**config.mk**
```make
export PLATFORM = sky130hd
export DESIGN_NAME = shift_reg_universal
export DESIGN_NICKNAME = d
export VERILOG_FILES = /design/src/rtl/shift_reg_universal.sv
export SDC_FILE = /design/constraint.sdc
export NUM_CORES = 1
export LEC_CHECK = 0
export BUFFER_PORTS_ARGS = -buffer_cell sky130_fd_sc_hd__buf_2
export CAP_MARGIN = 5
export CORE_UTILIZATION = 45
export DETAILED_ROUTE_END_ITERATION = 12
export PLACE_DENSITY = 0.76
export SKIP_LAST_GASP = 1
export SLEW_MARGIN = 15
export SYNTH_ARGS = -nofsm -noshare
export SYNTH_HDL_FRONTEND = slang
export SYNTH_SLANG_ARGS = --single-unit
```
**constraint.sdc**
```tcl
create_clock -name clk -period 1.9 [get_ports clk]
set_clock_uncertainty 0.1 [all_clocks]
set_input_delay 0.38 -clock clk [delete_from_list [all_inputs] [get_ports clk]]
set_output_delay 0.38 -clock clk [all_outputs]
set_load 0.01 [all_outputs]
```
**src/rtl/shift_reg_universal.sv**
```systemverilog
// rtl/shift_reg_universal.sv - universal shift register with serial word capture
// Hold, shift right/left, parallel load; counts shifts and latches each completed word.
module shift_reg_universal #(
  parameter int              WIDTH = 8,
  parameter logic [WIDTH-1:0] INIT = '0
) (
  input  logic                     clk,
  input  logic                     reset,
  input  logic [1:0]               mode,
  input  logic                     sdi,
  input  logic [WIDTH-1:0]         pdi,
  output logic [WIDTH-1:0]         q,
  output logic                     sdo,
  output logic [WIDTH-1:0]         word,
  output logic                     word_valid,
  output logic [$clog2(WIDTH)-1:0] bit_cnt
);

  localparam int CW = $clog2(WIDTH);
  localparam logic [1:0] MODE_HOLD = 2'b00;
  localparam logic [1:0] MODE_SHR  = 2'b01;
  localparam logic [1:0] MODE_SHL  = 2'b10;
  localparam logic [1:0] MODE_LOAD = 2'b11;
  localparam logic [CW-1:0] LAST_BIT = CW'(WIDTH - 1);

  logic [WIDTH-1:0] q_shift;
  logic             shifting;
  logic             word_done;

  always_comb begin
    q_shift = q;
    case (mode)
      MODE_SHR: q_shift = {sdi, q[WIDTH-1:1]};
      MODE_SHL: q_shift = {q[WIDTH-2:0], sdi};
      default:  q_shift = q;
    endcase
  end

  assign shifting  = (mode == MODE_SHR) || (mode == MODE_SHL);
  // The completed word includes the bit shifted in on the completing edge.
  assign word_done = shifting && (bit_cnt == LAST_BIT);

  always_ff @(posedge clk) begin
    if (reset) begin
      q          <= INIT;
      word       <= '0;
      word_valid <= 1'b0;
      bit_cnt    <= '0;
    end else begin
      word_valid <= word_done;
      case (mode)
        MODE_LOAD: begin
          q       <= pdi;
          bit_cnt <= '0;
        end
        MODE_SHR, MODE_SHL: begin
          q       <= q_shift;
          bit_cnt <= word_done ? '0 : bit_cnt + CW'(1);
          if (word_done) word <= q_shift;
        end
        MODE_HOLD: begin
        end
        default: begin
        end
      endcase
    end
  end

  assign sdo = (mode == MODE_SHR) ? q[0] : q[WIDTH-1];

endmodule

```
# --- Yosys cells after proc, flatten, opt, wreduce, memory -nomap -nowiden ---
# Index checks and enable logic that the tools add are counted.
word_totals:
  regBits: 20
  elab_cells: 19
  latch_bits: 0
  romBits: 0
  output_inout_bits: 21
  ramBits: 0
  mem_count: 0
classes:
  magnitude_cmp: 0
  muxes: 5
  div_mod_pow: 0
  mul: 0
  n_shift: 0
  addsub: 1
  n_eq_ne: 4
  n_bitwise: 0
  reduce_logical: 5
op_table:
  columns: ["cell", "n"]
  rows:
  - ["$pmux W8 S2", 2]
  - ["$pmux W3 S2", 1]
  - ["$eq A2 B2 Y1 const B", 2]
  - ["$add A3 B1 Y3 const B", 1]
  - ["$eq A3 B3 Y1 const B", 1]
  - ["$mux W3", 1]
  - ["$eq A2 B1 Y1 const B", 1]
  - ["$reduce_and A2 Y1", 1]
  - ["$reduce_bool A2 Y1", 1]
  - ["$reduce_or A2 Y1", 1]
  - ["$logic_and A1 B1 Y1", 1]
  - ["$logic_or A1 B1 Y1", 1]
  - ["$mux W1", 1]

# --- Depth between registers and ports, before layout ---
# Gate-level depths: netlist of run 1.
logic_depth:
  depth_word: 5
  mapped_depth: 6
  mapped_depth_nobuf: 4

# --- Least setup slack after synthesis of run 1 ---
# OpenSTA, ideal clock, no wires.
synth_timing:
  kind: "input-to-output"
  start: "input port mode[1]"
  end: "output port sdo"
  n_path_buf: 1
  slack_ns: 0.221
  required_time_ns: 1.420
  arrival_ns: 1.199
  stages: 4
  cell_sequence: "inv_1 > ha_1 > clkbuf_1 > mux2_2"
synth_between:
  elab_chain_cells: 2
synth_rtl:
  columns: ["element", "line_no", "text"]
  rows:
  - ["start, declared", "9", "input logic [1:0] mode,"]
  - ["$eq A2 B1 Y1", "69", "assign sdo = (mode == MODE_SHR) ? q[0] : q[WIDTH-1];"]
  - ["$mux W1", "69", null]
  - ["end, declared", "13", "output logic sdo,"]
# No other way between the ends.

# --- Final worst setup path of run 1 ---
# Ends and elaborated chain as after synthesis.

==> metrics, run 1 <==
met1 GRT Util 26.7%; Final period util 89.1%; die width about 49 µm; Top FF cell, synth dfxtp_1; Reg area 400 µm²; IO Count 34; fraction of layout cells with a size suffix above 1 roughly a third; Worst slew margin 76.2%; clk buf depth 2; top cells by area, synth dfxtp_1, or4b_1, o221ai_1; Syn Nets 118; Die Ht between 40 and 50 µm; Total Routing Usage GR 19.6%; Final Max Tran Viols 0; Post-Syn Area a little under 1000 µm²; Worst Tran Pin Value around 360 ps; Detailed Route WL ~2100 µm; DRT iter0 DRCs 24; fill count a little under 200; via count slightly above 900; Setup Fix Bufs, Post-CTS 0; EDFF count, synth 0; clk slew on worst S/H paths roughly 100 ps; min Tclk post-route 1690 ps; Yosys reg bits 20; Avg WL per Cell around 13 µm; TNS Setup 0 ps; GRT busiest layer met2; RSZ-0062 raised after global routing no; VDD IR max 0.372 mV; Synth Warn # 0; Crit. End Element primary output; final setup vio count 0; PD cells about 660 nW/µm²; f_max between 0.5 and 0.6 GHz; fin worst setup slack between 200 and 250 ps; DIE AREA 2360 µm²; PostCTS Resize Cnt 0; gate count of the mapped netlist 100; Root Buffer clkbuf_4; Design Area, Final between 1000 and 1500 µm²; TritonCTS sink count 20; CTS tree built; largest net degree at the start of global routing 17; CTS HTree Levels 1; area of the core 2000 µm²; number of diodes 0; met2 Use GR a little under a third; Hold WC Path Type input pin to flip-flop; HPWL after DPL approximately 1600 µm; hold buffer count at CTS 0; Row Count 16; residual DRC count 0; status finished, final reports clean; effective utilization at floorplan around half; dpl ws 106 ps; synth unique cells 20; post-synth top area share between 40% and 50%; Port Buf Inserts 33; WP data required approximately 1400 ps; most numerous cell in the Yosys netlist dfxtp_1; post-synthesis sequential area ratio between 40% and 50%; Synth area leader dfxtp_1; async set-or-reset flop fraction in the synthesized netlist 0%; Antenna Nets Post-Route 0; Final Net Count about 150; RD Place Congestion 0.811; P&R area growth vs syn 20.3%; Final Non-Filler Cells approximately 160; Arrival @ worst endpoint 1210 ps; Inst Count DP between 150 and 200; Post-Place Cell Area ~1100 µm²; final standard cell utilization of the core slightly below 60%; CTS Buf Count 3; mean post-synth cell area 9.75 µm²; Synth top cells by count dfxtp_1, a21oi_1, nand2_1; Leak Pwr a little over 0.0005 µW; initial antenna violation count 0; drt pass-1 iters 4; Critical Path Start Type input pin; first-pass GRT wire length roughly 3600 µm; multi-input logic area approximately 500 µm²; final hold viol count 0; # Max-Cap Violations 0; Worst-Skew Late Latency around 290 ps; critical path type input pin to primary output; vias per cell 5.73; Crit Path Max Fanout 2; vias in the first global route 800; met3 usage under 10%; Congestion Overflow GR 0
layer usage:
layer	wire, µm	share of wire, %	up-vias
met5	0	0	-
met4	45	2.1	0
met3	111	5.2	5
met2	983	46	42
met1	990	46	411
li1	-	-	448
cells in the final DEF, fill, tap and decap left out, types with 2 or more instances in the layout:
cell,synthesis,routed
a211oi_1,8,8
a21oi_1,11,11
a22oi_1,8,8
buf_2,4,33
buf_4,1,7
clkbuf_4,0,3
dfxtp_1,20,20
ha_1,5,5
inv_1,2,2
nand2_1,11,11
o221ai_1,8,8
or4b_1,9,9
cell families after synthesis:
logic type	Yosys count	share of synthesized area [%]
AO/OA/AOI/OAI	35	25.2
AND/OR/NAND/NOR	25	17.6
flip-flops	20	41.1
buffers and inverters	14	8.60
adder cells (fa/ha/maj)	5	6.42
multiplexers	1	1.16
metrics by stage:
stage / power, µW / hold slack, ps
after global placement: 584 / 366
after floorplan: 537 / 399
after global routing: 811 / 344
after detailed placement: 588 / 378
final: 773 / 336
after CTS: 781 / 327
worst paths after layout:
| check | slack (ps) | startpoint | end | cells past startpoint |
|---|---|---|---|---|
| max | 210 | mode[1] | sdo | 5 |
| min | 340 | reset | q[6] | 2 |
| max reg2reg | 250 | bit_cnt[0] | bit_cnt[0] | 4 |
| min reg2reg | 390 | bit_cnt[2] | bit_cnt[2] | 2 |
layout make-up:
cell class | instances | area share, %
repair buffers | 40 | 18.6
well taps | 27 | 2.88
inverters | 2 | 0.640
multi-input cells | 66 | 41.8
flip-flops and latches | 20 | 34.2
clock buffers | 3 | 1.92
worst max-delay path, stage by stage:
cell    delay, ps
buf_2         110
inv_1          70
ha_1          190
mux2_2        340
buf_2         140
power breakdown:
part / internal [µW] / switching (µW) / leakage, µW / total [µW]
logic: 59.5 / 69.6 / 0.000330 / 129
registers: 434 / 15.2 / 0.000163 / 449
clock network: 73.9 / 121 / 0.0000138 / 195
total: 568 / 206 / 0.000506 / 773
registers in the layout (all words and copies together) (netlist names):
name,count
bit_cnt,3
q,8
word,8
word_valid,1
No activity file was read; power rests on OpenSTA's default activity.
==> inputs of run 2 (changes only) <==
--- a/config.mk
+++ b/config.mk
@@ -5,11 +5,13 @@
 export SDC_FILE = /design/constraint.sdc
 export NUM_CORES = 1
 export LEC_CHECK = 0
+export ABC_AREA = 1
 export BUFFER_PORTS_ARGS = -buffer_cell sky130_fd_sc_hd__buf_2
 export CAP_MARGIN = 5
 export CORE_UTILIZATION = 45
 export DETAILED_ROUTE_END_ITERATION = 12
-export PLACE_DENSITY = 0.76
+export GPL_TIMING_DRIVEN = 0
+export PLACE_DENSITY = 0.77
 export SKIP_LAST_GASP = 1
 export SLEW_MARGIN = 15
 export SYNTH_ARGS = -nofsm -noshare
==> metrics, run 2 <==
final setup vio count 0; f_max approximately 0.55 GHz; first-pass GRT wire length roughly 3300 µm; cell mode on critical path buf_2; effective utilization at floorplan between 40% and 50%; Total Routing Usage GR between 20% and 30%; highest-count cells in the layout ignoring fill and taps buf_2, nand2_1, dfxtp_1; Worst slew margin 81.4%; CTS HTree Levels 1; synth unique cells 16; commonest non-fill, non-tap cell in the layout buf_2; IO Count 34; Critical Path Start Type input pin; fin worst setup slack approximately 66 ps; Post-Syn Area around 940 µm²; Syn Nets ~150; Final period util 96.5%; CTS Buf Count 3; Crit. End Element primary output; most numerous cell in the Yosys netlist nand2_1; VDD IR max 0.365 mV; Die Ht about 48 µm; xor/xnor cell area share of the yosys netlist 0%; gate count of the mapped netlist approximately 130; Detailed Route WL between 2000 and 2500 µm; vias per cell a little over 5; TNS Setup 0 ps; Antenna Nets Post-Route 0; Setup Fix Bufs, Post-CTS 0; initial antenna violation count 0; Crit Path Max Fanout 9; Synth Warn # 0; worst-case reg-to-reg path depth 6; mean post-synth cell area slightly above 7 µm²; area of the core 1960 µm²; Leak Pwr between 0.0006 and 0.0007 µW; drt pass-1 iters 4; RD Place Congestion 0.828; final hold viol count 0; PD cells between 600 and 700 nW/µm²; Synth Area in Compound Gates 19.1%; adder-cell share of the synthesized area 6.62%; Regs by FF count q (8), word (8), bit_cnt (3); Arrival @ worst endpoint approximately 1400 ps; Worst path max stage delay roughly 330 ps; # Max-Cap Violations 0; Design Area, Final 1170 µm²; Synth area leader dfxtp_1; critical path type input pin to primary output; post-synthesis sequential area ratio between 40% and 50%; Synth top cells by count nand2_1, dfxtp_1, a21oi_1; async set-or-reset flop fraction in the synthesized netlist 0%; Port Buf Inserts 33; crit path cell chain buf_2 -> inv_1 -> ha_1 -> clkbuf_4 -> mux2_2 -> buf_2; Root Buffer clkbuf_4; Hold Slack 192 ps; Yosys reg bits 20; Worst Tran Pin Value approximately 280 ps; DIE AREA approximately 2300 µm²; status finished, final reports clean; largest net degree at the start of global routing 11; Worst-Skew Late Latency roughly 290 ps; residual DRC count 0; post-synthesis mux area share between 1 and 1.5%; slowest CP cell mux2_2; via count slightly below 1,000; Post-Place Cell Area 1140 µm²; fraction of layout cells with a size suffix above 1 roughly 28%; min Tclk post-route around 1800 ps; number of diodes 0; RSZ-0062 raised after global routing no; combinational family with the most area after synthesis simple AND/OR/NAND/NOR gates; clk slew on worst S/H paths 100 ps; die width ~48 µm; vias in the first global route about 800; P&R area growth vs syn 23.7%; Final Max Tran Viols 0; Congestion Overflow GR 0; simple-gate share of the synthesized area 23.2%; Hold WC Path Type input pin to flip-flop; CTS tree built; Row Count 16; dpl ws around 48 ps; post-synth top area share 42.4%; Final Net Count around 190; WHS Path Cells 2; HPWL after DPL about 1700 µm; final standard cell utilization of the core 59.6%; Avg WL per Cell roughly 12 µm; top cells by area, synth dfxtp_1, nand2_1, a21oi_1; WP data required approximately 1400 ps; DRT iter0 DRCs 33; TritonCTS sink count 20; clk buf depth 2; Top FF cell, synth dfxtp_1; EDFF count, synth 0
run 2: cell count changes after synthesis, moves of 3 or more:
cell	change
nand2_1	+23
nor2_1	+17
o21ai_0	+17
or4b_1	-9
a211oi_1	-8
a21oi_1	+8
a22oi_1	-8
o221ai_1	-8
inv_1	+4
clkbuf_1	-3
run 2: report_power, final:
part | internal, µW | switching [µW]
logic | 56.7 | 82.1
registers | 437 | 16.4
clock network | 73.7 | 117
run 2: metrics by stage:
| stage | std cells | power (µW) |
|---|---|---|
| 2_1_floorplan | 131 | 545 |
| 3_3_place_gp | 191 | 595 |
| 3_5_place_dp | 191 | 599 |
| 4_1_cts | 194 | 789 |
| 5_1_grt | 194 | 824 |
| 6_report | 194 | 783 |
run 2: path summary, 6_finish.rpt:
path / from / end / slack, ps
hold / removal: reset / word_valid / 190
setup / recovery: mode[1] / sdo / 70
setup reg to reg: bit_cnt[0] / word[0] / 480
hold reg to reg: bit_cnt[1] / bit_cnt[1] / 400
run 2: kinds of logic after synthesis:
group                      after synthesis
DFF                                     20
and+or+nand+nor                         55
AOI/OAI and AO/OA                       36
muxes                                    1
adders and majority gates                5
buffers and inverters                   14
run 2: layout make-up:
type                            instances  area [µm²]
Fill cell                             222         793
Multi-Input combinational cell         97         473
Sequential cell                        20         400
Timing Repair Buffer                   33         165
Buffer                                  6        41.3
Tap cell                               27        33.8
Inverter                                8        32.5
Clock buffer                            3        22.5
run 2: per-layer routing:
layer / GRT usage (%) / wire length (µm) / share of wire [%] / vias up
met2: 34.1 / 1110 / 49 / 43
met3: 2.26 / 125 / 5.5 / 4
met1: 28.4 / 1000 / 44 / 442
met5: 0 / 0 / 0 / -
met4: 6.67 / 23 / 1.0 / 0
li1: - / - / - / 497
run 2: timing repair:
item                       CTS  global route
setup endpoints to repair    0             1
hold buffers                 0             0
gates resized for setup      0             1
run 2: worst max-delay path: cells and delay by family:
family | cells | cell delay [ps]
fa+ha+maj | 1 | 140
mux | 1 | 330
buf+inv | 4 | 490
==> inputs of run 3 (changes only) <==
--- a/config.mk
+++ b/config.mk
@@ -11,6 +11,7 @@
 export CORE_UTILIZATION = 45
 export DETAILED_ROUTE_END_ITERATION = 12
 export GPL_TIMING_DRIVEN = 0
+export MAX_ROUTING_LAYER = met4
 export PLACE_DENSITY = 0.77
 export SKIP_LAST_GASP = 1
 export SLEW_MARGIN = 15
==> constraint.sdc (replaced) <==
create_clock -name clk -period 1.9 [get_ports clk]
set_clock_uncertainty 0.1 [all_clocks]
set_input_delay 0.38 -clock clk [delete_from_list [all_inputs] [get_ports clk]]
set_output_delay 0.38 -clock clk [all_outputs]
set_load 0.005 [all_outputs]
==> metrics, run 3 (synthesis results as in run 2) <==
slowest CP cell mux2_2; met3 wire len between 100 and 150 µm; Worst-Skew Late Latency roughly 290 ps; Flop pwr share 58.5%; dpl ws ~60 ps; final setup vio count 0; crit path cell chain buf_2 -> inv_1 -> ha_1 -> buf_2 -> mux2_2 -> buf_2; PD cells between 600 and 700 nW/µm²; family with the most delay on the worst path buffers and inverters; Final period util between 90% and 100%; fin worst setup slack 60.1 ps; Regs by FF count q (8), word (8), bit_cnt (3); area of the core about 2000 µm²; clk buf depth 2; Logic pwr share between 10% and 20%; WL met1 roughly 1000 µm; NetSw ~210 µW; CTS tree built; via count a little under 1,000; # Max-Cap Violations 0; WP data required about 1400 ps; die width approximately 48 µm; clk slew on worst S/H paths approximately 100 ps; initial antenna violation count 0; DIE AREA approximately 2300 µm²; Avg WL per Cell ~12 µm; Worst slew margin approximately four fifths; final hold viol count 0; effective utilization at floorplan roughly half; Final Max Tran Viols 0; Root Buffer clkbuf_4; Arrival @ worst endpoint between 1000 and 1500 ps; PostCTS Resize Cnt 0; metal2 WL about 1100 µm; Final Net Count about 190; Worst path max stage delay around 350 ps; min Tclk post-route between 1500 and 2000 ps; Int Power around 570 µW; Hold WC Path Type input pin to flip-flop; Setup Fix Bufs, Post-CTS 0; Worst Tran Pin Value approximately 270 ps; clock network fraction of design power between 20% and 30%; P&R area growth vs syn 23.4%; critical path type input pin to primary output; net switching fraction of the power 26.9%; drt pass-1 iters 4; hold buffer count at CTS 0; Worst Path Buf+Inv 4; CTS HTree Levels 1; DRT iter0 DRCs 33; IO Count 34; highest-count cells in the layout ignoring fill and taps buf_2, nand2_1, dfxtp_1; largest net degree at the start of global routing 11; first-pass GRT wire length approximately 3300 µm; vias in the first global route roughly 800; TNS Setup 0 ps; Crit Path Max Fanout 9; Total Routing Usage GR a little over a fifth; top sig layer met4; Critical Path Start Type input pin; Antenna Nets Post-Route 0; Crit. End Element primary output; Congestion Overflow GR 0; HPWL after DPL ~1700 µm; f_max ~0.54 GHz; Port Buf Inserts 33; vias per cell between 5 and 6; TritonCTS sink count 20; WHS Path Cells 2; Detailed Route WL 2250 µm; CTS Buf Count 3; fill count ~220; Leak Pwr between 0.0006 and 0.0007 µW; VDD IR max around 0.36 mV; fraction of layout cells with a size suffix above 1 27.5%; commonest non-fill, non-tap cell in the layout buf_2; residual DRC count 0; number of diodes 0; WP depth 6; status finished, final reports clean; Die Ht about 48 µm; cell mode on critical path buf_2; worst-case reg-to-reg path depth 6; RD Place Congestion ~0.84; Row Count 16; RSZ-0062 raised after global routing no
run 3: cell types whose count changed in the layout (fill, tap and decap cells not counted), sizes merged:
cell	delta
buf	+1
clkbuf	-1
run 3: power by group through the flow:
stage	Sequential [µW]	Combinational, µW	Clock (µW)
after floorplan	461	75.8	0
after global placement	462	125	0
after detailed placement	462	130	0
after CTS	453	131	197
after global routing	456	148	211
final	453	130	191
run 3: path summary, 6_finish.rpt:
path	start	endpoint	slack (ps)
worst min-delay path	reset	word_valid	190
worst min register to register	bit_cnt[1]	bit_cnt[1]	400
worst max-delay path	mode[1]	sdo	60
worst max register to register	bit_cnt[0]	word[0]	480
run 3: cell type report:
type / count / area (µm²) / share of cell area, %
sequential: 20 / 400 / 34.3
tap: 27 / 33.8 / 2.90
clock buffer: 3 / 22.5 / 1.93
timing repair buffer: 33 / 165 / 14.2
multi-input combinational: 97 / 473 / 40.6
buffer: 6 / 38.8 / 3.33
inverter: 8 / 32.5 / 2.79
run 3: worst reg2reg max path: stages (launching register included):
cell,delay [ps]
dfxtp_1,340
ha_1,200
ha_1,220
nand2_4,130
inv_4,60
o21ai_0,190
nor2_1,70
run 3: routing by layer:
metal  vias to the layer above  global-route usage, %
met5                         -                      -
met4                         0                   6.67
met3                         4                   2.26
met2                        40                   34.1
met1                       444                   28.4
li1                        497                      -
run 3: through the flow:
stage	power [µW]	hold WS, ps	util (%)	instance area, µm²	instances
2_1_floorplan	537	349	-	945	131
3_3_place_gp	587	367	58.3	1140	191
3_5_place_dp	592	385	58.3	1140	191
4_1_cts	781	188	59.4	1170	194
5_1_grt	816	196	59.4	1170	194
6_report	775	192	59.4	1170	194
